## config.mk

```make
export PLATFORM = sky130hd
export DESIGN_NAME = pc_sequencer
export DESIGN_NICKNAME = d
export VERILOG_FILES = /design/src/rtl/pc_sequencer.sv
export SDC_FILE = /design/constraint.sdc
export NUM_CORES = 1
export LEC_CHECK = 0
export ABC_AREA = 0
export ABC_CLOCK_PERIOD_IN_PS = 2200
export CORE_ASPECT_RATIO = 0.6
export CORE_MARGIN = 1
export CORE_UTILIZATION = 29
export DETAILED_ROUTE_END_ITERATION = 16
export GPL_TIMING_DRIVEN = 0
export PLACE_DENSITY = 0.73
export SYNTH_ARGS = -nofsm -noshare
export SYNTH_HDL_FRONTEND = slang
export SYNTH_SLANG_ARGS = --single-unit
```

## constraint.sdc

```tcl
create_clock -name clk -period 2.2 [get_ports clk]
set_input_delay 0.44 -clock clk [delete_from_list [all_inputs] [get_ports clk]]
set_output_delay 0.44 -clock clk [all_outputs]
set_load 0.02 [all_outputs]
```

## src/rtl/pc_sequencer.sv

```systemverilog
// pc_sequencer -- program-counter sequencer for a simple fetch/execute core.
//
// Walks a four-state machine IDLE -> FETCH -> EXEC -> (FETCH | HALT). In FETCH
// it requests the instruction at pc and waits for the memory's ack. In EXEC it
// waits for the datapath's ex_done pulse, then retires the instruction. The next
// pc is either pc+4 or, for a taken branch, pc plus the 7-bit immediate scaled
// by 2. Execution stops on a halt instruction or when MAX_INSN instructions have
// been retired. From HALT, start restarts execution at RESET_PC.
//
// Optional feature (compile-time macro PC_SEQ_MISALIGN_TRAP_EN):
//   defined   - a taken branch whose target is not 4-byte aligned halts with
//               fault=1, leaving pc on the branch instruction.
//   undefined - misaligned targets are loaded as-is; fault is tied low.
//
// Ports:
//   clk        in   1  clock, rising edge
//   rst_n      in   1  asynchronous active-low reset
//   start      in   1  begin execution at RESET_PC (honoured in IDLE and HALT)
//   fetch_req  out  1  fetch request, high throughout FETCH
//   fetch_ack  in   1  instruction memory accepted the fetch
//   pc         out  8  program counter / fetch address
//   ex_done    in   1  datapath finished executing the current instruction
//   branch     in   1  current instruction is a conditional branch
//   zero_flag  in   1  ALU zero result of the current instruction
//   imm        in  64  signed immediate of the current instruction
//   halt_insn  in   1  current instruction is a halt
//   done       out  1  sequencer is in HALT
//   timeout    out  1  halt was caused by reaching MAX_INSN
//   fault      out  1  halt was caused by a misaligned branch target
//   insn_count out 16  instructions retired since the last start (saturating)

module pc_sequencer #(
    parameter logic [7:0]  RESET_PC = 8'd0,
    parameter logic [15:0] MAX_INSN = 16'd1000
) (
    input  logic               clk,
    input  logic               rst_n,
    input  logic               start,
    output logic               fetch_req,
    input  logic               fetch_ack,
    output logic [7:0]         pc,
    input  logic               ex_done,
    input  logic               branch,
    input  logic               zero_flag,
    input  logic signed [63:0] imm,
    input  logic               halt_insn,
    output logic               done,
    output logic               timeout,
    output logic               fault,
    output logic [15:0]        insn_count
);

    typedef enum logic [1:0] {
        S_IDLE  = 2'd0,
        S_FETCH = 2'd1,
        S_EXEC  = 2'd2,
        S_HALT  = 2'd3
    } state_t;

    state_t      r_state;
    logic [7:0]  r_pc;
    logic [15:0] r_count;
    logic        r_done;
    logic        r_timeout;

    logic              w_taken;
    logic signed [7:0] w_offset;
    logic [7:0]        w_target;
    logic [7:0]        w_next_pc;
    logic [15:0]       w_count_inc;
    logic              w_hit_max;
    logic              w_imm_unused;

    // Only imm[6:0] contributes to the branch offset; the upper bits are
    // deliberately ignored.
    assign w_imm_unused = ^imm[63:7];

    assign w_taken     = branch & zero_flag;
    // Offset is imm[6:0] scaled by 2; as an 8-bit two's-complement value the
    // add below wraps modulo 256 for both directions.
    assign w_offset    = {imm[6:0], 1'b0};
    assign w_target    = r_pc + $unsigned(w_offset);
    assign w_next_pc   = w_taken ? w_target : (r_pc + 8'd4);
    assign w_count_inc = (r_count == 16'hFFFF) ? r_count : (r_count + 16'd1);
    assign w_hit_max   = (w_count_inc == MAX_INSN);

`ifdef PC_SEQ_MISALIGN_TRAP_EN
    logic r_fault;
    logic w_misalign;
    assign w_misalign = w_taken && (w_target[1:0] != 2'b00);
    assign fault      = r_fault;
`else
    assign fault      = 1'b0;
`endif

    // fetch_req follows the state directly so it is high in the very first
    // FETCH cycle, together with a stable pc.
    assign fetch_req  = (r_state == S_FETCH);
    assign pc         = r_pc;
    assign done       = r_done;
    assign timeout    = r_timeout;
    assign insn_count = r_count;

    always_ff @(posedge clk or negedge rst_n) begin
        if (!rst_n) begin
            r_state   <= S_IDLE;
            r_pc      <= RESET_PC;
            r_count   <= 16'd0;
            r_done    <= 1'b0;
            r_timeout <= 1'b0;
`ifdef PC_SEQ_MISALIGN_TRAP_EN
            r_fault   <= 1'b0;
`endif
        end else begin
            case (r_state)
                S_IDLE: begin
                    if (start) begin
                        r_state <= S_FETCH;
                        r_pc    <= RESET_PC;
                        r_count <= 16'd0;
                    end
                end
                S_FETCH: begin
                    if (fetch_ack) begin
                        r_state <= S_EXEC;
                    end
                end
                S_EXEC: begin
                    if (ex_done) begin
                        r_count <= w_count_inc;
                        // A halt instruction wins over any branch; pc stays on it.
                        if (halt_insn) begin
                            r_state <= S_HALT;
                            r_done  <= 1'b1;
`ifdef PC_SEQ_MISALIGN_TRAP_EN
                        end else if (w_misalign) begin
                            r_state <= S_HALT;
                            r_done  <= 1'b1;
                            r_fault <= 1'b1;
`endif
                        end else begin
                            r_pc    <= w_next_pc;
                            r_state <= S_FETCH;
                        end
                        // Reaching the retire limit stops execution instead of
                        // starting the next fetch.
                        if (w_hit_max) begin
                            r_state   <= S_HALT;
                            r_done    <= 1'b1;
                            r_timeout <= 1'b1;
                        end
                    end
                end
                S_HALT: begin
                    if (start) begin
                        r_state   <= S_FETCH;
                        r_pc      <= RESET_PC;
                        r_count   <= 16'd0;
                        r_done    <= 1'b0;
                        r_timeout <= 1'b0;
`ifdef PC_SEQ_MISALIGN_TRAP_EN
                        r_fault   <= 1'b0;
`endif
                    end
                end
                default: begin
                    r_state <= S_IDLE;
                end
            endcase
        end
    end

endmodule
```

# Yosys cells after proc, flatten, opt, wreduce, memory -nomap -nowiden
# Cells that the tools add are included.
dict set report classes {
  shift 0
  mux 23
  n_mul 0
  n_addsub 3
  n_bitwise 1
  n_reduce_logical 9
  magnitude_cmp 0
  div 0
  eq_ne 12
}
# op n
set ops {}
lappend ops {{$mux 16} 3}
lappend ops {{$mux 8} 4}
lappend ops {{$pmux 16 s2} 1}
lappend ops {{$add 16x1->16 const B} 1}
lappend ops {{$eq 16x10->1 const B} 1}
lappend ops {{$eq 16x16->1 const B} 1}
lappend ops {{$pmux 8 s2} 1}
lappend ops {{$reduce_and 4->1} 3}
lappend ops {{$mux 2} 5}
lappend ops {{$add 8x3->8 const B} 1}
lappend ops {{$add 8x8->8} 1}
lappend ops {{$ne 2x2->1 const B} 4}
lappend ops {{$mux 1} 6}
lappend ops {{$pmux 2 s3} 1}
lappend ops {{$reduce_and 3->1} 2}
lappend ops {{$eq 2x2->1 const B} 2}
lappend ops {{$ne 2x1->1 const B} 2}
lappend ops {{$pmux 1 s2} 2}
lappend ops {{$reduce_bool 2->1} 2}
lappend ops {{$ne 3x3->1 const B} 1}
lappend ops {{$eq 2x1->1 const B} 1}
lappend ops {{$logic_not 2->1} 1}
lappend ops {{$reduce_or 2->1} 1}
lappend ops {{$and 1x1->1} 1}
dict set report word_totals {
  latch_bits 0
  ramBits 0
  inputBits 72
  word_cells 53
  n_memories 0
  output_inout_bits 28
  rom_bits 0
  reg_bits 28
}

# Depth between registers and ports, before layout
dict set report logic_depth {
  ltp_word 6
  mapped_depth 10
  depth_no_buf 9
}

# Worst setup path after synthesis
# OpenSTA, ideal clock, no wires.
dict set report synth_path {
  kind {register -> register}
  from {register r_count[1], in the netlist insn_count[1]}
  to {register r_timeout, in the netlist timeout}
  t_required_ns 2.120
  arrival_ns 2.362
  path_buffers 0
  synth_period_minus_slack_ns 2.442
  path_stages_with_launch 9
  slack_ns -0.242
  path_cell_list {dfrtp_1 ha_1 nand4_1 nor3_2 nand3_1 a2111oi_2 nand4_2 mux2i_1 nor3_2}
}
dict set report synth_via {
  elab_chain_cells 5
  elab_cells_between_ends 6
  classes_between {add/sub (1); eq/ne (3); mux (1); reduce/logical (1)}
}
# item line
set synth_rtl {}
lappend synth_rtl {{start, declared} 62} ;# logic [15:0] r_count;
lappend synth_rtl {{start signal, assigned} 130} ;# r_count <= w_count_inc;
lappend synth_rtl {{$add 16x1->16 / $eq 16x16->1 (equally long branches)} 84} ;# assign w_count_inc = (r_count == 16'hFFFF) ? r_count : (r_count + 16'd1);
lappend synth_rtl {{$mux 16 (*)} 84}
lappend synth_rtl {{$eq 16x10->1 (*)} 85} ;# assign w_hit_max = (w_count_inc == MAX_INSN);
lappend synth_rtl {{$ne 2x2->1 (no source line) (*)} --}
lappend synth_rtl {{$reduce_and 4->1 (no source line) (*)} --}
lappend synth_rtl {{end signal, assigned} 110} ;# r_timeout <= 1'b0;
lappend synth_rtl {{end signal, assigned} 150} ;# r_timeout <= 1'b1;
lappend synth_rtl {{end signal, assigned} 160} ;# r_timeout <= 1'b0;
lappend synth_rtl {{end, declared} 64} ;# logic r_timeout;
# Every way passes the cells marked *; elsewhere a longest branch is shown, timed or not.
# A chain may end at the register's enable or synchronous reset.

# Worst setup path after layout
# Same ends and word-level chain as after synthesis.

==> metrics.log <==
INFO  metric path_max_fanout = 4
INFO  metric hpwlAfterDp = around 4600 um
INFO  metric crit_path_cell_trace = ha_4 > nand4_1 > nor3_4 > or3_4 > a2111oi_4 > nand4_4 > mux2i_1 > nor3_2
INFO  metric drv.max_cap_violation_count = 0
INFO  metric yosys-top-cells-count = sky130_fd_sc_hd__dfrtp_1, sky130_fd_sc_hd__a21oi_1, sky130_fd_sc_hd__nand2_1
INFO  metric routed_wirelength = 6915 um
INFO  metric fillers = roughly 710
INFO  metric synth_area_per_cell = about 8.4 sq um
INFO  metric synthesis_to_layout_area_growth = 45.16%
INFO  metric pin_count_of_the_biggest_net_entering_global_routing = 28
INFO  metric cts_root_buffer = sky130_fd_sc_hd__clkbuf_16
INFO  metric timing.setup.tns = -0.07237 ns
INFO  metric pwr_density_cell = ~990 mW/mm^2
INFO  metric route.antenna.remaining_nets = 0
INFO  metric worst_r2r_endpoint = timeout
INFO  metric clk_latency = 0.27 ns
INFO  metric design_area = 0.003229 sq mm
INFO  metric h-tree-depth = 1
INFO  metric report.final.slew_viol_count = 0
INFO  metric drc = 0
INFO  metric mappedNetlistArea = 0.002225 sq mm
INFO  metric placementRows = 24
INFO  metric placed_cell_area = 0.002790 sq mm
INFO  metric cp.arrival = about 2.4 ns
INFO  metric crit_path_end = timeout
INFO  metric clkSinkCount = 27
INFO  metric max_freq = around 450 MHz
INFO  metric post-route-period-util = 1.019
INFO  metric violated_checks = negative setup slack
INFO  metric max_root_sink_buffers = 2
INFO  metric critPathLaunch = insn_count[1]
INFO  metric synth.area.top_cells = sky130_fd_sc_hd__dfrtp_1, sky130_fd_sc_hd__ha_1, sky130_fd_sc_hd__a21oi_1
INFO  metric cts_tree = yes
INFO  metric post_cts_hold_fix_bufs = 0
INFO  metric synth_most_common_cell = sky130_fd_sc_hd__dfrtp_1
INFO  metric wl_met1 = 3247 um
INFO  metric die_footprint = 0.008037 sq mm
INFO  metric outcome = complete, but fails checks
INFO  metric num_io_pins = 100
INFO  metric setup.reg_to_reg.worst_slack = -0.04 ns
INFO  metric timing.final.setup_violations = 2
INFO  metric synth_cell_type_count = 63
INFO  metric pre_antenna_drt_iters = 7
INFO  metric fin_total_pwr = approximately 3.2 mW
INFO  metric globalRouteOverflowTotal = 0
INFO  metric cts_buffers = 3
INFO  metric die_x = between 100 and 150 um
INFO  metric initial_core_util = 0.3036
INFO  metric synthesis_warning_total = 0
INFO  metric timing.critical_path.slowest_cell_delay = approximately 0.45 ns
INFO  metric port-buffer-count = 40
INFO  metric vias_per_cell = 5.385
INFO  metric synth-edff-count = 0
INFO  metric clkSlewWorstSetupHoldPaths = around 0.070 ns
INFO  metric synth_ff_type = sky130_fd_sc_hd__dfrtp_1
INFO  metric grt_pass1_vias = roughly 2200
INFO  metric die_height = 69.85 um
INFO  metric detailroute.wirelength.met3 = 577 um
INFO  metric num_antenna_cells = 0
INFO  metric ys_async_sr_fraction = 1.000
INFO  metric power.leakage = 1.356 nW
INFO  metric report.final.hold_viol_count = 0
INFO  metric tightest_slew = 0.6403 ns
INFO  metric grt_first_pass_wirelength = 11350 um
INFO  metric worst_slack = -0.04206 ns
INFO  metric critical_path_required = about 2.4 ns
INFO  metric critical_path_class = reg2reg
INFO  metric timing.rr.start = insn_count[1]
INFO  metric wl_per_cell = between 15 and 20 um
INFO  metric yosys.area.top_type_share = 0.3037
INFO  metric critical-path-slowest-cell = sky130_fd_sc_hd__dfrtp_2
INFO  metric hold_class = in2async
INFO  metric yosysSeqAreaShare = 0.3037
INFO  metric relSlewSlack = 0.5731
INFO  metric coreArea = 0.007327 sq mm
INFO  metric detailroute.wirelength.met2 = about 3000 um
INFO  metric routabilityCongestion = roughly 0.9
INFO  metric dr.max_layer_used = met4
INFO  metric final.min_clock_period = approximately 2.2 ns
INFO  metric ys_seq_elements = 27
INFO  metric skew = ~0.0027 ns
INFO  metric detailed_route_via_count = 2348
INFO  metric critical_path.startpoint_type = flop
INFO  metric fraction_of_final_layout_cells_with_drive_strength_greater_than_1 = 0.2560
INFO  metric r2r_cells = 8
INFO  metric drt_first_iter_violations = 178
INFO  metric antenna_violations_before_repair = 0
INFO  metric track_usage = 0.1777
INFO  metric critPathCaptureType = flop
INFO  metric setup_repair_after_global_routing_missed_its_margin = yes
INFO  metric synthesis.instances = 266
INFO  metric worst_ir_drop_vdd = 0.6392 mV
INFO  metric leading_area_contributor_after_synthesis = sky130_fd_sc_hd__dfrtp_1
INFO  metric nNetsFinal = roughly 420
-- layout make-up --
| class | instances | area, sq um | area share |
|---|---|---|---|
| Sequential cell | 27 | 685.7 | 0.2123 |
| Timing Repair Buffer | 63 | 569.3 | 0.1763 |
| Clock inverter | 1 | 5.005 | 0.001550 |
| Buffer | 13 | 97.59 | 0.03022 |
| Clock buffer | 3 | 75.07 | 0.02325 |
| Multi-Input combinational cell | 215 | 1629 | 0.5045 |
| Inverter | 10 | 37.54 | 0.01162 |
| Tap cell | 104 | 130.1 | 0.04029 |
-- power by group --
part	internal, mW	switching (mW)	total, mW
Sequential	0.610	0.138	0.748
Combinational	0.889	1.14	2.03
Clock	0.246	0.188	0.434
-- placed cells by master, fill, tap and decap left out, types with 3 or more instances in the layout --
| cell type | synthesis | routed |
|---|---|---|
| sky130_fd_sc_hd__a21o_1 | 4 | 4 |
| sky130_fd_sc_hd__a21oi_1 | 26 | 23 |
| sky130_fd_sc_hd__a31oi_1 | 5 | 5 |
| sky130_fd_sc_hd__and2_1 | 4 | 4 |
| sky130_fd_sc_hd__and3_1 | 5 | 5 |
| sky130_fd_sc_hd__buf_4 | 5 | 28 |
| sky130_fd_sc_hd__clkbuf_16 | 0 | 3 |
| sky130_fd_sc_hd__clkbuf_4 | 0 | 3 |
| sky130_fd_sc_hd__clkdlybuf4s50_1 | 0 | 37 |
| sky130_fd_sc_hd__dfrtp_1 | 27 | 19 |
| sky130_fd_sc_hd__dfrtp_2 | 0 | 8 |
| sky130_fd_sc_hd__ha_1 | 12 | 9 |
| sky130_fd_sc_hd__ha_4 | 0 | 3 |
| sky130_fd_sc_hd__inv_1 | 10 | 9 |
| sky130_fd_sc_hd__mux2i_1 | 3 | 3 |
| sky130_fd_sc_hd__nand2_1 | 25 | 24 |
| sky130_fd_sc_hd__nand3_1 | 12 | 10 |
| sky130_fd_sc_hd__nand3b_1 | 3 | 3 |
| sky130_fd_sc_hd__nand4_1 | 5 | 5 |
| sky130_fd_sc_hd__nand4_4 | 1 | 4 |
| sky130_fd_sc_hd__nor2_1 | 17 | 16 |
| sky130_fd_sc_hd__nor3_1 | 8 | 6 |
| sky130_fd_sc_hd__nor3_2 | 2 | 3 |
| sky130_fd_sc_hd__o2111ai_1 | 3 | 3 |
| sky130_fd_sc_hd__o21ai_0 | 20 | 19 |
| sky130_fd_sc_hd__o22ai_1 | 3 | 3 |
| sky130_fd_sc_hd__o31ai_1 | 3 | 3 |
| sky130_fd_sc_hd__or3_4 | 2 | 5 |
| sky130_fd_sc_hd__xnor2_1 | 4 | 4 |
-- routing by layer --
layer,GRT usage,up-vias
li1,-,1117
met1,0.2601,1106
met2,0.2604,111
met3,0.04895,14
met4,0.03030,0
met5,0,-
-- logic make-up (layout without fill, tap and decap cells) --
family                   count (synthesis)  in the layout  share of synthesized area
XOR/XNOR                                 7              7                    0.02756
AO/OA/AOI/OAI                           81             81                     0.2295
flip-flops                              27             27                     0.3037
adder cells (fa/ha/maj)                 13             13                    0.07649
multiplexers                             3              3                    0.01350
AND/OR/NAND/NOR                        109            109                     0.2874
other                                    1              2                   0.001686
buffers and inverters                   25             90                    0.06018
-- state kept, by name, summed over array words and instances (netlist names) --
name	count
pc	7
timeout	1
r_state	2
done	1
insn_count	16
-- metrics by stage --
stage                 util  setup slack (ns)  hold WS, ns  cells
global route        0.4407           -0.1371       0.2342    436
floorplan                -          -0.03533       0.1444    267
detailed placement  0.3808           -0.5706       0.5487    411
CTS                 0.4185          -0.03957       0.5675    430
global placement    0.3808           -0.5206       0.5182    411
finish              0.4407          -0.04206       0.1897    436
-- worst min path at each step --
stage	slack [ns]	to	cells after the start	start
final	0.19	insn_count[5]	1	rst_n
after CTS	0.57	pc[1]	2	pc[1]
after floorplan	0.14	done	0	rst_n
after detailed placement	0.55	pc[1]	2	pc[1]
after global placement	0.52	pc[1]	2	pc[1]
after global routing	0.23	insn_count[5]	1	rst_n
-- critical path: cells and delay by family, from the launching register on --
kind / cells / cell delay (ns)
flops: 1 / 0.45
compound gates: 1 / 0.44
mux: 1 / 0.23
fa+ha+maj: 1 / 0.20
simple gates: 5 / 0.82
-- repair_timing --
item                                   in CTS  in global routing
pin swaps                                  13                 18
setup endpoints to repair                  26                 20
setup buffers                              17                  6
gates resized for setup                    19                 28
endpoints found under the hold margin       0                  0
Note: power is estimated with default switching activity, not from simulation.
